===== src/rtl/minimac2_evctl_pkg.sv =====
// Shared constants for the MAC event controller: CSR register offsets and bank-select field.
package minimac2_evctl_pkg;

  localparam logic [3:0] REG_STATUS  = 4'h0;
  localparam logic [3:0] REG_MASK    = 4'h1;
  localparam logic [3:0] REG_ACK     = 4'h2;
  localparam logic [3:0] REG_OVF     = 4'h3;
  localparam logic [3:0] REG_HOLDOFF = 4'h4;
  localparam logic [3:0] REG_COUNT0  = 4'h8;

  localparam int CSR_SEL_MSB = 13;
  localparam int CSR_SEL_LSB = 10;

endpackage


===== src/rtl/minimac2_evcnt.sv =====
// One pending-event counter: saturating up/down, with an overflow flag for events lost at saturation.
module minimac2_evcnt #(
  parameter int CNT_W = 4
) (
  input  logic             sys_clk,
  input  logic             sys_rst_n,
  input  logic             inc,
  input  logic             dec,
  output logic [CNT_W-1:0] cnt,
  output logic             ovf_set
);

  localparam logic [CNT_W-1:0] CNT_MAX = '1;

  // A simultaneous event and ack cancel out, so neither moves the count nor flags overflow.
  always_ff @(posedge sys_clk or negedge sys_rst_n) begin
    if (!sys_rst_n) begin
      cnt <= '0;
    end else if (inc && !dec) begin
      if (cnt != CNT_MAX) cnt <= cnt + 1'b1;
    end else if (dec && !inc) begin
      if (cnt != '0) cnt <= cnt - 1'b1;
    end
  end

  assign ovf_set = inc && !dec && (cnt == CNT_MAX);

endmodule


===== src/rtl/minimac2_evctl.sv =====
// MAC event accumulator and interrupt generator with CSR access.
// Optional interrupt coalescing (holdoff timer) enabled by MINIMAC2_EVCTL_COALESCE_EN.
module minimac2_evctl
  import minimac2_evctl_pkg::*;
#(
  parameter logic [3:0] CSR_ADDR = 4'h0,
  parameter int         NSRC     = 4,
  parameter int         CNT_W    = 4,
  parameter int         HOLD_W   = 16
) (
  input  logic            sys_clk,
  input  logic            sys_rst_n,
  input  logic [NSRC-1:0] ev_i,
  input  logic [13:0]     csr_a,
  input  logic            csr_we,
  input  logic [31:0]     csr_di,
  output logic [31:0]     csr_do,
  output logic            irq
);

  logic             sel;
  logic [3:0]       off;
  logic             wr_mask;
  logic             wr_ack;
  logic             wr_ovf;
  logic [NSRC-1:0]  ack_vec;
  logic [NSRC-1:0]  ovf_clr;
  logic [NSRC-1:0]  ovf_set;
  logic [NSRC-1:0]  status;
  logic [NSRC-1:0]  mask;
  logic [NSRC-1:0]  ovf;
  logic [CNT_W-1:0] cnt [NSRC];
  logic [31:0]      rd_data;
  logic             irq_raw;
  logic             irq_next;
  logic             unused_bits;

  assign sel     = (csr_a[CSR_SEL_MSB:CSR_SEL_LSB] == CSR_ADDR);
  assign off     = csr_a[3:0];
  assign wr_mask = sel && csr_we && (off == REG_MASK);
  assign wr_ack  = sel && csr_we && (off == REG_ACK);
  assign wr_ovf  = sel && csr_we && (off == REG_OVF);
  assign ack_vec = wr_ack ? csr_di[NSRC-1:0] : '0;
  assign ovf_clr = wr_ovf ? csr_di[NSRC-1:0] : '0;

  assign unused_bits = ^{csr_a[CSR_SEL_LSB-1:4], csr_di};

  for (genvar k = 0; k < NSRC; k++) begin : g_cnt
    minimac2_evcnt #(.CNT_W(CNT_W)) u_cnt (
      .sys_clk   (sys_clk),
      .sys_rst_n (sys_rst_n),
      .inc       (ev_i[k]),
      .dec       (ack_vec[k]),
      .cnt       (cnt[k]),
      .ovf_set   (ovf_set[k])
    );
  end

  always_comb begin
    status = '0;
    for (int k = 0; k < NSRC; k++) status[k] = (cnt[k] != '0);
  end

  assign irq_raw = |(status & mask);

  // Set wins over a same-cycle W1C on the same bit.
  always_ff @(posedge sys_clk or negedge sys_rst_n) begin
    if (!sys_rst_n) begin
      mask <= '0;
      ovf  <= '0;
    end else begin
      if (wr_mask) mask <= csr_di[NSRC-1:0];
      ovf <= (ovf & ~ovf_clr) | ovf_set;
    end
  end

`ifdef MINIMAC2_EVCTL_COALESCE_EN
  localparam logic [HOLD_W-1:0] TIMER_MAX = '1;

  logic              wr_holdoff;
  logic [HOLD_W-1:0] holdoff;
  logic [HOLD_W-1:0] timer;

  assign wr_holdoff = sel && csr_we && (off == REG_HOLDOFF);

  always_ff @(posedge sys_clk or negedge sys_rst_n) begin
    if (!sys_rst_n) begin
      holdoff <= '0;
      timer   <= '0;
    end else begin
      if (wr_holdoff) holdoff <= csr_di[HOLD_W-1:0];
      if (!irq_raw)                timer <= '0;
      else if (timer != TIMER_MAX) timer <= timer + 1'b1;
    end
  end

  assign irq_next = irq_raw && (timer >= holdoff);
`else
  assign irq_next = irq_raw;
`endif

  always_comb begin
    rd_data = '0;
    if (sel) begin
      case (off)
        REG_STATUS:  rd_data = 32'(status);
        REG_MASK:    rd_data = 32'(mask);
        REG_OVF:     rd_data = 32'(ovf);
`ifdef MINIMAC2_EVCTL_COALESCE_EN
        REG_HOLDOFF: rd_data = 32'(holdoff);
`endif
        default:     rd_data = '0;
      endcase
      for (int k = 0; k < NSRC; k++) begin
        if (off == 4'(REG_COUNT0 + k)) rd_data = 32'(cnt[k]);
      end
    end
  end

  always_ff @(posedge sys_clk or negedge sys_rst_n) begin
    if (!sys_rst_n) begin
      csr_do <= '0;
      irq    <= 1'b0;
    end else begin
      csr_do <= rd_data;
      irq    <= irq_next;
    end
  end

endmodule


===== config.mk =====
export PLATFORM = sky130hd
export DESIGN_NAME = minimac2_evctl
export DESIGN_NICKNAME = d
export VERILOG_FILES = /design/src/rtl/minimac2_evctl_pkg.sv /design/src/rtl/minimac2_evcnt.sv /design/src/rtl/minimac2_evctl.sv
export SDC_FILE = /design/constraint.sdc
export NUM_CORES = 1
export LEC_CHECK = 0
export ABC_AREA = 0
export CAP_MARGIN = 20
export CORE_MARGIN = 3
export CORE_UTILIZATION = 40
export DETAILED_ROUTE_END_ITERATION = 10
export DONT_BUFFER_PORTS = 1
export GPL_ROUTABILITY_DRIVEN = 0
export REMOVE_ABC_BUFFERS = 1
export SYNTH_ARGS = -nofsm -noshare
export SYNTH_HDL_FRONTEND = slang
export SYNTH_SLANG_ARGS = --single-unit

===== constraint.sdc =====
create_clock -name sys_clk -period 2 [get_ports sys_clk]
set_input_delay 0.2 -clock sys_clk [delete_from_list [all_inputs] [get_ports sys_clk]]
set_output_delay 0.2 -clock sys_clk [all_outputs]
set_load 0.02 [all_outputs]

==> results.sh, run 1 <==
export IMPL_synth_seq_area_share_pct=33.8
export IMPL_vias_per_cell=5.12
export IMPL_final_fill_count=506
export IMPL_grt_pass1_vias=1628
export IMPL_holdPathStages=1
export IMPL_wl_per_cell_um=14.0
export IMPL_clock_sinks=29
export IMPL_synth_top_cell_area_share_pct=33.8
export IMPL_synth_distinct_cells=33
export IMPL_leakagePower_nw=1.09
export IMPL_grt_max_degree=30
export IMPL_antenna_found_initial=0
export IMPL_drive_gt1_share_pct=19.7
export IMPL_ys_top_cells_by_area="dfrtp_1 34%, buf_4 9.8%, mux2_2 6.3%"
export IMPL_die_area_um2=6280
export IMPL_worst_path_max_fanout=16
export IMPL_core_um2=5140
export IMPL_portBuffers=0
export IMPL_synthCells=226
export IMPL_drc=0
export IMPL_post_cts_buffers=0
export IMPL_p_per_area_nw_per_um2=1110
export IMPL_crit_start="csr_a[0]"
export IMPL_ant_nets=0
export IMPL_grtUsageTotal_pct=15.2
export IMPL_die_h_um=79.3
export IMPL_peakVddDrop_uv=575
export IMPL_clk_latency_ps=290
export IMPL_grt_setup_unrepaired="no"
export IMPL_cts_tree="done"
export IMPL_timing_fmax_mhz=561
export IMPL_synth_seq_cells=29
export IMPL_status="finished, final reports clean"
export IMPL_die_w_um=79.3
export IMPL_worst_clock_skew_ps=9.72
export IMPL_yosys_warnings=0
export IMPL_yosys_area_top_type="dfrtp_1"
export IMPL_placementRows=26
export IMPL_area_growth_pct=13.1
export IMPL_finalNonFillerCells=324
export IMPL_start_util_pct=41.8
export IMPL_drt_pass1_iter_count=4
export IMPL_io_pins=86
export IMPL_hold_path_class="input pin to flop"
export IMPL_crit_chain="nor4b_4 > buf_4 > nand4_1 > nand2_1 > ha_1 > a21oi_1 > nand2_1 > or4_1 > nand2_1 > xor2_1"
export IMPL_reg2reg_depth=5
export IMPL_start_kind="input pin"
export IMPL_cpMostUsedCell="nand2_1"
export IMPL_postPlaceCellArea_um2=2280
export IMPL_worst_pin_slew_ps=709
export IMPL_vias=1660
export IMPL_avgSynthCellArea_um2=9.50
export IMPL_grt_pass1_wl_um=7450
export IMPL_fin_util_pct=47.2
export IMPL_r2r_start="g_cnt[3].u_cnt.cnt[1]"
export IMPL_syn_area_um2=2150
export IMPL_cpPeakStageDelay_ps=390
export IMPL_diodes=0
export IMPL_timing_worst_setup_path_type="input pin to flop"
export IMPL_hold_start="csr_di[1]"
export IMPL_nNetsFinal=318
export IMPL_clk_pin_slew_ps=60
export IMPL_layout_common_cells="29 x dfrtp_1, 28 x conb_1, 24 x o21ai_0, 21 x buf_4, 19 x nand2_1"
export IMPL_dp_hpwl_um=3460
export IMPL_final_max_slew_violation_count=0
export IMPL_report_final_setup_viol=0
export IMPL_post_route_period_util_pct=89.1
export IMPL_root_buffer="clkbuf_8"
export IMPL_cts_buffer_depth=2
export IMPL_maxCapViolCount=0
export IMPL_relSlewSlack_pct=52.3
export IMPL_cts_made_buffers=5
export IMPL_final_common_cell="dfrtp_1"
export IMPL_placed_cells=314
export IMPL_globalRouteOverflowTotal=0
export IMPL_final_area_um2=2430
export IMPL_arrival_ps=1990
export IMPL_min_period_ps=1780
export IMPL_worstPathRequired_ps=2210
export IMPL_timing_final_hold_violations=0
export IMPL_first_iter_violations=121
export IMPL_drt_wl_total_um=4540
export IMPL_cp_end_kind="flop"
export IMPL_h_tree_depth=2
export IMPL_critical_path_slowest_cell="or4_1"
[critical path, delay by kind of cell]
family	cells	cell delay, ps
compound gates	1	150
xor+xnor	1	140
fa+ha+maj	1	260
buf+inv	1	160
simple gates	6	1080
[cells in the mapped netlist]
library cell	number
dfrtp_1	29
buf_4	28
o21ai_0	24
nand2_1	19
a21oi_1	16
nor2_1	13
mux2_2	12
nand4_1	9
xor2_1	9
ha_1	8
nand3_1	7
o221ai_1	5
and4_1	4
fa_1	4
mux2i_1	4
nor4_1	4
o31ai_2	4
a21o_1	3
inv_1	3
nor2b_1	3
nor4b_1	3
xnor2_1	3
and3_2	2
and2_1	1
buf_1	1
clkbuf_1	1
conb_1	1
nand2b_1	1
nand3b_1	1
nor3b_1	1
nor4_4	1
nor4b_4	1
or4_1	1
[metal layers]
metal | part of all wire (%) | up-vias | GRT usage [%] | wire, µm
li1 | - | 828 | - | -
met3 | 9.1 | 5 | 4.99 | 414
met5 | 0 | - | 0 | 0
met4 | 1.1 | 0 | 6.53 | 48
met1 | 46 | 767 | 20.5 | 2110
met2 | 43 | 60 | 22.3 | 1970
[where the power goes]
part           internal [mW]  total, mW  switching, mW
Clock                  0.406      0.634          0.229
Combinational          0.535      0.965          0.430
Sequential             0.773       1.09          0.321
[logic make-up (layout without fill, tap and decap cells)]
logic type	Yosys count	count (layout)	share of synthesized area, %
muxes	16	16	8.16
adders and majority gates	12	12	8.39
xor gates and xnor gates	12	12	4.90
other	1	28	0.175
buffers and inverters	33	34	10.7
and+or+nand+nor	71	71	19.2
DFF	29	29	33.8
AOI/OAI and AO/OA	52	52	14.7
[through the flow]
stage	hold WS [ps]	setup slack (ps)	total power [mW]	TNS [ps]
floorplan	-95.6	-150	1.73	-471
global placement	-95.0	-86.2	2.01	-205
detailed placement	-94.9	-139	2.06	-328
finish	43.2	218	2.69	0
CTS	39.0	161	2.72	0
global route	44.5	22.1	2.91	0
[repair_timing]
item,CTS,global route
gates resized for setup,0,1
endpoints found under the setup margin,0,1
hold endpoints to repair,29,0
hold buffers,2,0
[flip-flops by register name (all words and copies together) (netlist names)]
signal / cells
mask: 4
g_cnt.u_cnt.cnt: 16
ovf: 4
csr_do: 4
irq: 1
[final cells by class]
cell class	count	area (µm²)	share of cell area [%]
multi-input cells	191	1300	53.5
flip-flops and latches	29	726	29.9
repair buffers	23	188	7.73
well taps	70	87.6	3.61
clock buffers	7	86.3	3.55
clock inverters	1	30.0	1.24
inverters	3	11.3	0.464
[final timing paths]
path                       slack, ps                    end
max                              220  g_cnt[2].u_cnt.cnt[3]
min                               40                 ovf[1]
max reg2reg                      220              csr_do[3]
min reg2reg                      520                 ovf[1]
max in group asynchronous       1480                    irq
min in group asynchronous        350  g_cnt[2].u_cnt.cnt[2]
No activity file was read; power rests on OpenSTA's default activity.
==> inputs of run 2 (changes only) <==
--- a/config.mk
+++ b/config.mk
@@ -7,12 +7,12 @@
 export LEC_CHECK = 0
 export ABC_AREA = 0
 export CAP_MARGIN = 20
-export CORE_MARGIN = 3
 export CORE_UTILIZATION = 40
 export DETAILED_ROUTE_END_ITERATION = 10
 export DONT_BUFFER_PORTS = 1
 export GPL_ROUTABILITY_DRIVEN = 0
 export REMOVE_ABC_BUFFERS = 1
+export SKIP_LAST_GASP = 1
 export SYNTH_ARGS = -nofsm -noshare
 export SYNTH_HDL_FRONTEND = slang
 export SYNTH_SLANG_ARGS = --single-unit
==> results.sh, run 2 (synthesis gave the netlist of run 1 again) <==
export IMPL_dp_hpwl_um=3320
export IMPL_drc=0
export IMPL_leakagePower_nw=1.07
export IMPL_vias_per_cell=5.13
export IMPL_diodes=0
export IMPL_cts_buffer_depth=2
export IMPL_cts_made_buffers=5
export IMPL_report_final_setup_viol=0
export IMPL_p_clk_share_pct=21.2
export IMPL_wl_per_cell_um=13.7
export IMPL_clock_sinks=29
export IMPL_maxCapViolCount=0
export IMPL_die_area_um2=5660
export IMPL_vias=1651
export IMPL_die_w_um=75.3
export IMPL_met1_usage_pct=24.3
export IMPL_timing_final_hold_violations=0
export IMPL_regMostFlops="g_cnt.u_cnt.cnt"
export IMPL_p_per_area_nw_per_um2=1070
export IMPL_timing_worst_setup_path_type="input pin to flop"
export IMPL_grt_pass1_vias=1539
export IMPL_portBuffers=0
export IMPL_antenna_found_initial=0
export IMPL_ctsHoldBuffers=2
export IMPL_post_cts_buffers=0
export IMPL_fin_tns_setup_ps=0
export IMPL_drive_gt1_share_pct=19.0
export IMPL_peakVddDrop_uv=536
export IMPL_root_buffer="clkbuf_8"
export IMPL_start_kind="input pin"
export IMPL_first_iter_violations=116
export IMPL_area_growth_pct=11.4
export IMPL_cts_resized_gates=0
export IMPL_power_switching_mw=0.963
export IMPL_top_usage_layer="met2"
export IMPL_globalRouteOverflowTotal=0
export IMPL_nNetsFinal=316
export IMPL_cp_end_kind="flop"
export IMPL_h_tree_depth=2
export IMPL_final_common_cell="dfrtp_1"
export IMPL_grtUsageTotal_pct=17.9
export IMPL_ant_nets=0
export IMPL_relSlewSlack_pct=57.7
export IMPL_globalRouteMet2Util_pct=26.6
export IMPL_timing_fmax_mhz=560
export IMPL_layout_common_cells="29 x dfrtp_1, 28 x conb_1, 24 x o21ai_0, 19 x nand2_1, 19 x buf_4"
export IMPL_post_route_period_util_pct=89.3
export IMPL_postPlaceCellArea_um2=2260
export IMPL_worst_clock_skew_ps=4.83
export IMPL_holdPathStages=1
export IMPL_io_pins=86
export IMPL_switching_share_pct=37.7
export IMPL_combPwrFrac_pct=35.7
export IMPL_final_max_slew_violation_count=0
export IMPL_start_util_pct=41.8
export IMPL_arrival_ps=2000
export IMPL_use_met3_pct=6.56
export IMPL_clk_latency_ps=280
export IMPL_final_area_um2=2390
export IMPL_die_h_um=75.3
export IMPL_drt_wl_total_um=4420
export IMPL_worst_path_max_fanout=7
export IMPL_grt_max_degree=30
export IMPL_clk_pin_slew_ps=70
export IMPL_reg2reg_depth=5
export IMPL_worstPathRequired_ps=2210
export IMPL_placementRows=26
export IMPL_drt_pass1_iter_count=4
export IMPL_pwr_share_seq_pct=43.1
export IMPL_r2r_slack_ps=280
export IMPL_core_um2=5140
export IMPL_p_int_mw=1.59
export IMPL_min_period_ps=1790
export IMPL_grt_setup_unrepaired="no"
export IMPL_hold_path_class="input pin to flop"
export IMPL_largest_reg_flops=16
export IMPL_status="finished, final reports clean"
export IMPL_worst_pin_slew_ps=628
export IMPL_cts_tree="done"
export IMPL_grt_pass1_wl_um=7420
-- run 2: changes by cell type in the layout (fill, tap and decap cells not counted) --
cell	before	now
clkbuf_8	6	7
clkinv_2	0	1
clkbuf_1	1	0
buf_4	21	19
nor4b_2	1	0
bufinv_16	1	0
nor4b_1	2	3
-- run 2: power by group through the flow --
| stage | Sequential (mW) | Clock [mW] | Combinational, mW |
|---|---|---|---|
| after floorplan | 1.02 | 0 | 0.710 |
| after global placement | 1.11 | 0 | 0.872 |
| after detailed placement | 1.11 | 0 | 0.902 |
| after CTS | 1.10 | 0.560 | 0.924 |
| after global routing | 1.15 | 0.592 | 1.04 |
| final | 1.10 | 0.541 | 0.911 |
-- run 2: stage by stage --
step / setup WS, ps / total power, mW / hold slack [ps] / cells / util (%)
after CTS: 202 / 2.58 / 37.5 / 322 / 46.5
after global placement: -79.8 / 1.99 / -95.0 / 312 / 44.0
after global routing: 34.1 / 2.79 / 47.2 / 322 / 46.5
final: 214 / 2.55 / 41.7 / 322 / 46.5
after detailed placement: -93.4 / 2.01 / -95.0 / 312 / 44.0
after floorplan: -150 / 1.73 / -95.6 / 223 / -
-- run 2: layout make-up --
class                   count  area (µm²)
repair buffers             21         173
fillers                   507        2750
clock buffers               7        96.3
flip-flops and latches     29         726
clock inverters             1        5.00
multi-input cells         191        1290
inverters                   3        11.3
well taps                  70        87.6
-- run 2: worst paths after layout --
check	start	endpoint
min in group asynchronous	sys_rst_n	ovf[1]
max reg2reg	g_cnt[3].u_cnt.cnt[1]	csr_do[3]
min reg2reg	ovf[1]	ovf[1]
max	csr_a[11]	g_cnt[2].u_cnt.cnt[3]
min	csr_di[1]	ovf[1]
max in group asynchronous	sys_rst_n	g_cnt[0].u_cnt.cnt[2]
-- run 2: worst max-delay path: stages --
cell     delay (ps)
nor4_4          240
buf_4           190
nand4_1         140
nand2_1         120
ha_1            260
a21oi_1         150
nand2_1          80
or4_1           390
nand2_1          90
xor2_1          130
-- run 2: routing by layer --
metal	vias to the layer above	wire [µm]
li1	824	-
met1	764	2040
met2	56	1990
met3	7	332
met4	0	55
met5	-	0
